**src/rtl/nop_descriptor_merge.sv**
```systemverilog
// nop_descriptor_merge: merges (tsntag, bufid) descriptors from SRC_NUM sources
// into one output port. Each source has its own small FIFO. A two-state FSM
// pops one descriptor at a time, using strict-priority or round-robin selection,
// and holds it on a valid/ready handshake.
// Optional build macro NOP_DROP_CNT_EN enables saturating per-source drop counters.
module nop_descriptor_merge #(
  parameter int SRC_NUM = 2,
  parameter int TAG_W   = 48,
  parameter int BUFID_W = 9,
  parameter int FIFO_AW = 2
) (
  input  logic                       i_clk,
  input  logic                       i_rst_n,
  input  logic [SRC_NUM*TAG_W-1:0]   iv_tsntag,
  input  logic [SRC_NUM*BUFID_W-1:0] iv_bufid,
  input  logic [SRC_NUM-1:0]         iv_descriptor_wr,
  output logic [SRC_NUM-1:0]         ov_descriptor_ack,
  input  logic                       i_rr_mode,
  output logic [TAG_W-1:0]           ov_tsntag,
  output logic [BUFID_W-1:0]         ov_bufid,
  output logic [2:0]                 ov_src_id,
  output logic                       o_descriptor_valid,
  input  logic                       i_descriptor_ready,
  output logic                       o_pkt_cnt_pulse,
  output logic                       o_fifo_overflow_pulse,
  output logic [SRC_NUM*16-1:0]      ov_drop_cnt,
  input  logic                       i_cnt_clr
);

  localparam int ENT_W = TAG_W + BUFID_W;
  localparam int DEPTH = 1 << FIFO_AW;
  localparam logic [2:0] RR_INIT = 3'(SRC_NUM - 1);

  typedef enum logic {IDLE_S, WAIT_S} state_t;

  state_t             state, state_next;
  logic [ENT_W-1:0]   head [8];      // head entry of each FIFO, padded to 8 sources
  logic [7:0]         nonempty;      // padded so a 3-bit index is always in range
  logic [SRC_NUM-1:0] full;
  logic [SRC_NUM-1:0] drop;
  logic [SRC_NUM-1:0] pop;
  logic               load;
  logic               found;
  logic [2:0]         grant_idx;
  logic [2:0]         rr_ptr;
  logic [3:0]         cand;

  // A write is dropped when the FIFO was already full before the edge
  assign drop = iv_descriptor_wr & full;
  assign pop  = load ? SRC_NUM'(8'd1 << grant_idx) : '0;

  generate
    for (genvar gi = 0; gi < 8; gi++) begin : g_src
      if (gi < SRC_NUM) begin : g_fifo
        logic [ENT_W-1:0]   mem [DEPTH];
        logic [FIFO_AW-1:0] wr_ptr;
        logic [FIFO_AW-1:0] rd_ptr;
        logic [FIFO_AW:0]   usedw;
        logic               wr_en;

        // usedw never exceeds DEPTH, so its top bit alone means full
        assign full[gi]     = usedw[FIFO_AW];
        assign nonempty[gi] = (usedw != '0);
        assign wr_en        = iv_descriptor_wr[gi] & ~usedw[FIFO_AW];
        assign head[gi]     = mem[rd_ptr];

        // Descriptor storage; contents need no reset
        always_ff @(posedge i_clk) begin
          if (wr_en)
            mem[wr_ptr] <= {iv_tsntag[gi*TAG_W +: TAG_W], iv_bufid[gi*BUFID_W +: BUFID_W]};
        end

        // Pointer and occupancy bookkeeping; push and pop may coincide
        always_ff @(posedge i_clk) begin
          if (!i_rst_n) begin
            wr_ptr <= '0;
            rd_ptr <= '0;
            usedw  <= '0;
          end else begin
            if (wr_en)   wr_ptr <= wr_ptr + FIFO_AW'(1);
            if (pop[gi]) rd_ptr <= rd_ptr + FIFO_AW'(1);
            case ({wr_en, pop[gi]})
              2'b10:   usedw <= usedw + (FIFO_AW+1)'(1);
              2'b01:   usedw <= usedw - (FIFO_AW+1)'(1);
              default: usedw <= usedw;
            endcase
          end
        end
      end else begin : g_pad
        assign nonempty[gi] = 1'b0;
        assign head[gi]     = '0;
      end
    end
  endgenerate

  // FSM state register
  always_ff @(posedge i_clk) begin
    if (!i_rst_n) state <= IDLE_S;
    else          state <= state_next;
  end

  // Source selection and next-state logic
  always_comb begin
    state_next = state;
    load       = 1'b0;
    grant_idx  = '0;
    found      = 1'b0;
    cand       = '0;
    if (i_rr_mode) begin
      for (int i = 1; i <= SRC_NUM; i++) begin
        cand = {1'b0, rr_ptr} + 4'(i);
        if (cand >= 4'(SRC_NUM)) cand = cand - 4'(SRC_NUM);
        if (!found && nonempty[cand[2:0]]) begin
          found     = 1'b1;
          grant_idx = cand[2:0];
        end
      end
    end else begin
      for (int i = SRC_NUM - 1; i >= 0; i--) begin
        if (nonempty[i]) begin
          found     = 1'b1;
          grant_idx = 3'(i);
        end
      end
    end
    case (state)
      IDLE_S: begin
        if (found) begin
          load       = 1'b1;
          state_next = WAIT_S;
        end
      end
      WAIT_S: begin
        if (o_descriptor_valid && i_descriptor_ready) state_next = IDLE_S;
      end
      default: state_next = IDLE_S;
    endcase
  end

  // Output register, handshake, acks, pulses and round-robin pointer
  always_ff @(posedge i_clk) begin
    if (!i_rst_n) begin
      ov_tsntag             <= '0;
      ov_bufid              <= '0;
      ov_src_id             <= '0;
      o_descriptor_valid    <= 1'b0;
      o_pkt_cnt_pulse       <= 1'b0;
      o_fifo_overflow_pulse <= 1'b0;
      ov_descriptor_ack     <= '0;
      rr_ptr                <= RR_INIT;
    end else begin
      ov_descriptor_ack     <= iv_descriptor_wr;
      o_fifo_overflow_pulse <= |drop;
      o_pkt_cnt_pulse       <= 1'b0;
      if (load) begin
        {ov_tsntag, ov_bufid} <= head[grant_idx];
        ov_src_id             <= grant_idx;
        o_descriptor_valid    <= 1'b1;
        rr_ptr                <= grant_idx;
      end else if (state == WAIT_S && o_descriptor_valid && i_descriptor_ready) begin
        o_descriptor_valid <= 1'b0;
        o_pkt_cnt_pulse    <= 1'b1;
      end
    end
  end

`ifdef NOP_DROP_CNT_EN
  generate
    for (genvar gi = 0; gi < SRC_NUM; gi++) begin : g_cnt
      logic [15:0] cnt;
      // Saturating drop counter; clear has priority over increment
      always_ff @(posedge i_clk) begin
        if (!i_rst_n || i_cnt_clr) cnt <= '0;
        else if (drop[gi] && cnt != 16'hFFFF) cnt <= cnt + 16'd1;
      end
      assign ov_drop_cnt[gi*16 +: 16] = cnt;
    end
  endgenerate
`else
  logic unused_cnt_clr;
  assign unused_cnt_clr = i_cnt_clr;
  assign ov_drop_cnt    = '0;
`endif

endmodule

```
**config.mk**
```make
export PLATFORM = sky130hd
export DESIGN_NAME = nop_descriptor_merge
export DESIGN_NICKNAME = d
export VERILOG_FILES = /design/src/rtl/nop_descriptor_merge.sv
export SDC_FILE = /design/constraint.sdc
export NUM_CORES = 1
export LEC_CHECK = 0
export BUFFER_PORTS_ARGS = -buffer_cell sky130_fd_sc_hd__buf_2
export CORE_UTILIZATION = 53
export CTS_CLUSTER_SIZE = 10
export DETAILED_ROUTE_END_ITERATION = 12
export PLACE_DENSITY = 0.76
export SYNTH_ARGS = -nofsm -noshare
export SYNTH_HDL_FRONTEND = slang
export SYNTH_SLANG_ARGS = --single-unit
```
**constraint.sdc**
```tcl
create_clock -name i_clk -period 3.2 [get_ports i_clk]
set_input_delay 0.96 -clock i_clk [delete_from_list [all_inputs] [get_ports i_clk]]
set_output_delay 0.96 -clock i_clk [all_outputs]
set_load 0.01 [all_outputs]
```
### Word level (Yosys, flattened, before mapping)

Memories as Yosys holds them, arrays and structs flattened. A register that Yosys moved wholly into a read port is not among the register bits.
Cells that the tools add are included.

* input port bits: 121
* output and inout port bits: 97
* memories: 2
* RAM bits: 456
* bits in registers: 83

Memories
* g_src[0].g_fifo.mem: words 4, bits a word 57, read ports 1, clocked after Yosys merged registers in 1, wr ports 1, RTL line 55 `logic [ENT_W-1:0] mem [DEPTH];`
* g_src[1].g_fifo.mem: words 4, bits a word 57, read ports 1, clocked after Yosys merged registers in 1, wr ports 1, RTL line 55

* order comparisons: 5
* reduce and logical (&&, ||, !) cells: 12
* bitwise gates (word level): 8
* add/subtract/negate cells: 12
* shift operators: 1
* mux-type cells: 40
* eq/ne operators: 4

Operators by type and width (count)
* $bmux W57 S3: 1
* $mux W57: 2
* $mux W3: 8
* $mux W1: 19
* $pmux W3 S2: 2
* $mux W2: 5
* $add A2 B1 Y2 const B: 4
* $ge A4 B2 Y1 const B: 2
* $lt A3 B4 Y1 const B: 2
* $add A3 B1 Y3 const B: 2
* $bmux W1 S3: 2
* $reduce_bool A2 Y1: 3
* $reduce_bool A3 Y1: 2
* $sub A3 B1 Y3 const B: 2
* $sub A3 B2 Y3 const B: 2
* $add A3 B1 Y4 const B: 1
* $add A3 B2 Y4 const B: 1
* $eq A2 B1 Y1 const B: 2
* $eq A2 B2 Y1 const B: 2
* $ge A4 B4 Y1 const B: 1
* $logic_and A1 B1 Y1: 4
* $not A1 Y1: 4
* $not A3 Y4: 1
* $reduce_or A2 Y1: 2
* other kinds (5): 6

### Logic depth before layout (Yosys ltp)

* depth after elaboration: 17
* depth in mapped cells: 15
* depth with buffers taken out: 13

### Worst setup path before layout

OpenSTA, ideal clock, no wires.

* path kind: register -> register
* start point: register, netlist name ov_src_id[1]
* end point: register g_src[1].g_fifo.usedw[2]
* required time: 3.124 ns
* stages on the path, launching flop included: 14
* arrival: 3.150 ns
* setup slack: -0.025 ns
* setup time: 0.076 ns
* path buffers: 0
* period minus slack after synthesis: 3.225 ns
* cells stage by stage: dfxtp_1 inv_1 ha_1 nor2b_2 a32oi_1 or4b_1 and2_2 a21oi_1 ha_1 inv_1 fa_1 xor2_1 or3_1 a21boi_0

RTL lines
* end signal, assigned: RTL line 83 `2'b10: usedw <= usedw + (FIFO_AW+1)'(1);`
* end signal, assigned: RTL line 84 `2'b01: usedw <= usedw - (FIFO_AW+1)'(1);`
* end signal, assigned: RTL line 85 `default: usedw <= usedw;`
* end, declared: RTL line 58 `logic [FIFO_AW:0] usedw;`

==> out/qor.csv <==
stage,metric,value,unit
outcome,status,completed,
timing,worstMarginPinSlew,1.02,ns
finish,instances_no_fill,1857,
power,comb_power_share,25.8,%
timing,hold_viol,0,
clock_tree,cts_tree,yes,
floorplan,die_h,200,microns
worst_setup_path,critPathKind,flop to flop,
synth,ys.warnings.count,0,
floorplan,coreArea,38600,sq um
drt,drtIter0Drc,742,
placed_design,place_inst,1735,
finish,fillers,2706,
finish,layout-drive-gt1-share,33.6,%
floorplan,initial_utilization,53.7,%
floorplan,ios,218,
synth,synth_edf_count,456,
clock_tree,cts_buffer_depth,3,
power,p_sw,0.00603,W
worst_setup_path,r2r_setup_slack,0.12,ns
drt,dr.pass1.iters,5,
worst_setup_path,rr_startpoint,ov_src_id[1],
worst_setup_path,required,3.72,ns
global_routing,antenna_found_initial,15,
floorplan,chipWidth,200,microns
placed_design,portBuffers,184,
power,power_density,864,nW/um^2
worst_setup_path,r2r_cells,13,
global_routing,grt_pass1_wl,65000,microns
worst_hold_path,hold_path_class,flop to flop,
drt,drt-vias-per-instance,5.65,
power,power_frac_seq,44.2,%
power,ir_drop,0.705,mV
timing,fmax,0.324,GHz
finish,layout_commonest_cell,edfxtp_1,
drt,drcViolationCount,0,
run,drv_cap,0,
finish,layout_common_cells,"edfxtp_1 (456), buf_2 (183), mux4_2 (114)",
power,p_leak,8.34,nW
drt,wl_per_cell,23.4,microns
finish,multi_input_area,4880,sq um
global_routing,grt_overflow_total,0,
synth,avgSynthCellArea,19.8,sq um
clock_tree,htreeDepth,2,
floorplan,die_area,40000,sq um
power,finalPower,0.0210,W
timing,finalMaxSlewViolations,0,
finish,nets,1422,
synth,yosysSeqAreaShare,74.2,%
synth,synth-async-reset-ratio,0,%
global_routing,track_usage,22.5,%
drt,vias,10500,
worst_setup_path,crit_fanout,3,
synth,synth_cells,1049,
synth,ys_types,51,
placed_design,place_congestion,0.728,
clock_tree,cts.sinks,541,
worst_setup_path,start_kind,flop,
floorplan,fp-row-count,72,
worst_setup_path,worstSetupStartpoint,ov_src_id[1],
worst_hold_path,whs_path_depth,2,
synth,syn_area,20800,sq um
drt,wl,43500,microns
timing,finalSetupViolCount,0,
timing,setup_ws,0.116,ns
placed_design,hpwl,24700,microns
power,clkPwrFrac,30.0,%
power,p_sw_share,28.8,%
worst_setup_path,crit_arrival,3.61,ns
clock_tree,clk_pin_slew,0.06,ns
global_routing,grt_start_max_net_pins,85,
synth,synth_ff_type,edfxtp_1,
global_routing,grt_pass1_vias,10900,
timing,period_needed,3.08,ns
worst_setup_path,regToRegEndpoint,g_src[1].g_fifo.usedw[2],
finish,ff_latch_area,15400,sq um
clock_tree,hold_buffers,0,
timing,finalClockSkew,0.0133,ns
clock_tree,numCtsBuffers,61,
worst_setup_path,critPathCaptureType,flop,
placed_design,pre_cts_slack,-0.0836,ns
timing,tns,0,ns
worst_setup_path,cp-endpoint,g_src[1].g_fifo.usedw[2],
timing,min_period_over_period,96.4,%
clock_tree,clock-root-buffer,clkbuf_16,
power,p_int,0.0149,W
clock_tree,clk-insertion-delay-late,0.60,ns
drt,antenna_left,0,
finish,synthToLayoutAreaGrowth,16.9,%
synth,synth_seq_cells,541,
timing,maxSlewHeadroom,32.2,%
finish,final_util,62.8,%
[power by group through the flow]
stage | registers (W) | clock network (W) | logic (W)
6_report | 0.00926 | 0.00629 | 0.00540
5_1_grt | 0.00937 | 0.00669 | 0.00589
3_5_place_dp | 0.00941 | 0 | 0.00536
2_1_floorplan | 0.00922 | 0 | 0.00401
3_3_place_gp | 0.00935 | 0 | 0.00524
4_1_cts | 0.00928 | 0.00642 | 0.00541
[layer usage]
metal	vias to the layer above	share of wire, %	track usage [%]
met2	340	49	36.6
met5	-	0.27	0
met1	5424	42	30.2
met3	80	6.7	5.66
li1	4630	-	-
met4	18	1.8	6.62
[sequential cells by signal, summed over array words and instances (netlist names), 2 cells and up, named ones only]
name / flops
ov_tsntag: 48
ov_src_id: 3
g_src.g_fifo.usedw: 6
ov_descriptor_ack: 2
g_src.g_fifo.wr_ptr: 4
g_src.g_fifo.rd_ptr: 4
g_src.g_fifo.mem: 456
ov_bufid: 9
[stage by stage]
| stage | hold WS [ns] | area [sq um] |
|---|---|---|
| 6_report | 0.483 | 24300 |
| 3_3_place_gp | 0.447 | 22400 |
| 2_1_floorplan | 0.449 | 20900 |
| 4_1_cts | 0.483 | 24200 |
| 3_5_place_dp | 0.461 | 22400 |
| 5_1_grt | 0.500 | 24300 |
[critical path, stage by stage, from the launching register on]
cell      delay, ns
dfxtp_2        0.34
buf_4          0.14
ha_1           0.20
nand3_1        0.10
a32oi_2        0.14
or4b_4         0.56
and2_4         0.19
a21oi_4        0.15
ha_4           0.15
inv_1          0.04
fa_1           0.36
xor2_1         0.15
or3_1          0.31
a21boi_1       0.15
[area by class of cell]
cell class | instances | area share (%)
inverters | 17 | 0.273
flip-flops and latches | 541 | 63.5
diodes | 8 | 0.0825
repair buffers | 229 | 5.97
clock buffers | 108 | 7.19
well taps | 518 | 2.67
multi-input cells | 433 | 20.1
clock inverters | 3 | 0.196
[logic make-up (layout without fill, tap and decap cells)]
logic type | count (synthesis) | count (layout) | synth area share [%]
buffers and inverters | 106 | 357 | 3.39
muxes | 176 | 176 | 15.4
xor gates and xnor gates | 9 | 9 | 0.470
and+or+nand+nor | 61 | 61 | 1.86
adders and majority gates | 18 | 18 | 1.16
other | 1 | 40 | 0.0181
AOI/OAI and AO/OA | 137 | 137 | 3.57
DFF | 541 | 541 | 74.2
[worst min path at each step]
stage,from,end
after floorplan,g_src[1].g_fifo.rd_ptr[1],flop
after global placement,g_src[0].g_fifo.rd_ptr[1],flop
after detailed placement,g_src[1].g_fifo.rd_ptr[1],flop
after CTS,g_src[0].g_fifo.rd_ptr[1],flop
after global routing,g_src[1].g_fifo.rd_ptr[1],flop
final,g_src[1].g_fifo.rd_ptr[1],flop
[synth_stat cells, drive strengths merged (4+ instances only)]
library cell  count  area share [%]
a21oi            60             1.4
mux2i            62             3.0
o21ai            65             1.6
edfxtp          456              66
inv              17            0.31
nor2              9            0.24
nand3             4            0.14
clkbuf           22            0.40
nand2             9            0.16
dfxtp            85             8.2
xnor2             7            0.39
nor2b             5            0.16
and2             17            0.52
mux4            114              12
ha               16            0.96
buf              65             2.6
or3               4            0.14
[repair_timing]
item / CTS / global route
buffers inserted: 2 / 1
resized for setup: 9 / 9
pin swaps: 3 / 2
setup endpoints to repair: 1 / 2
(Power assumes the default switching activity.)
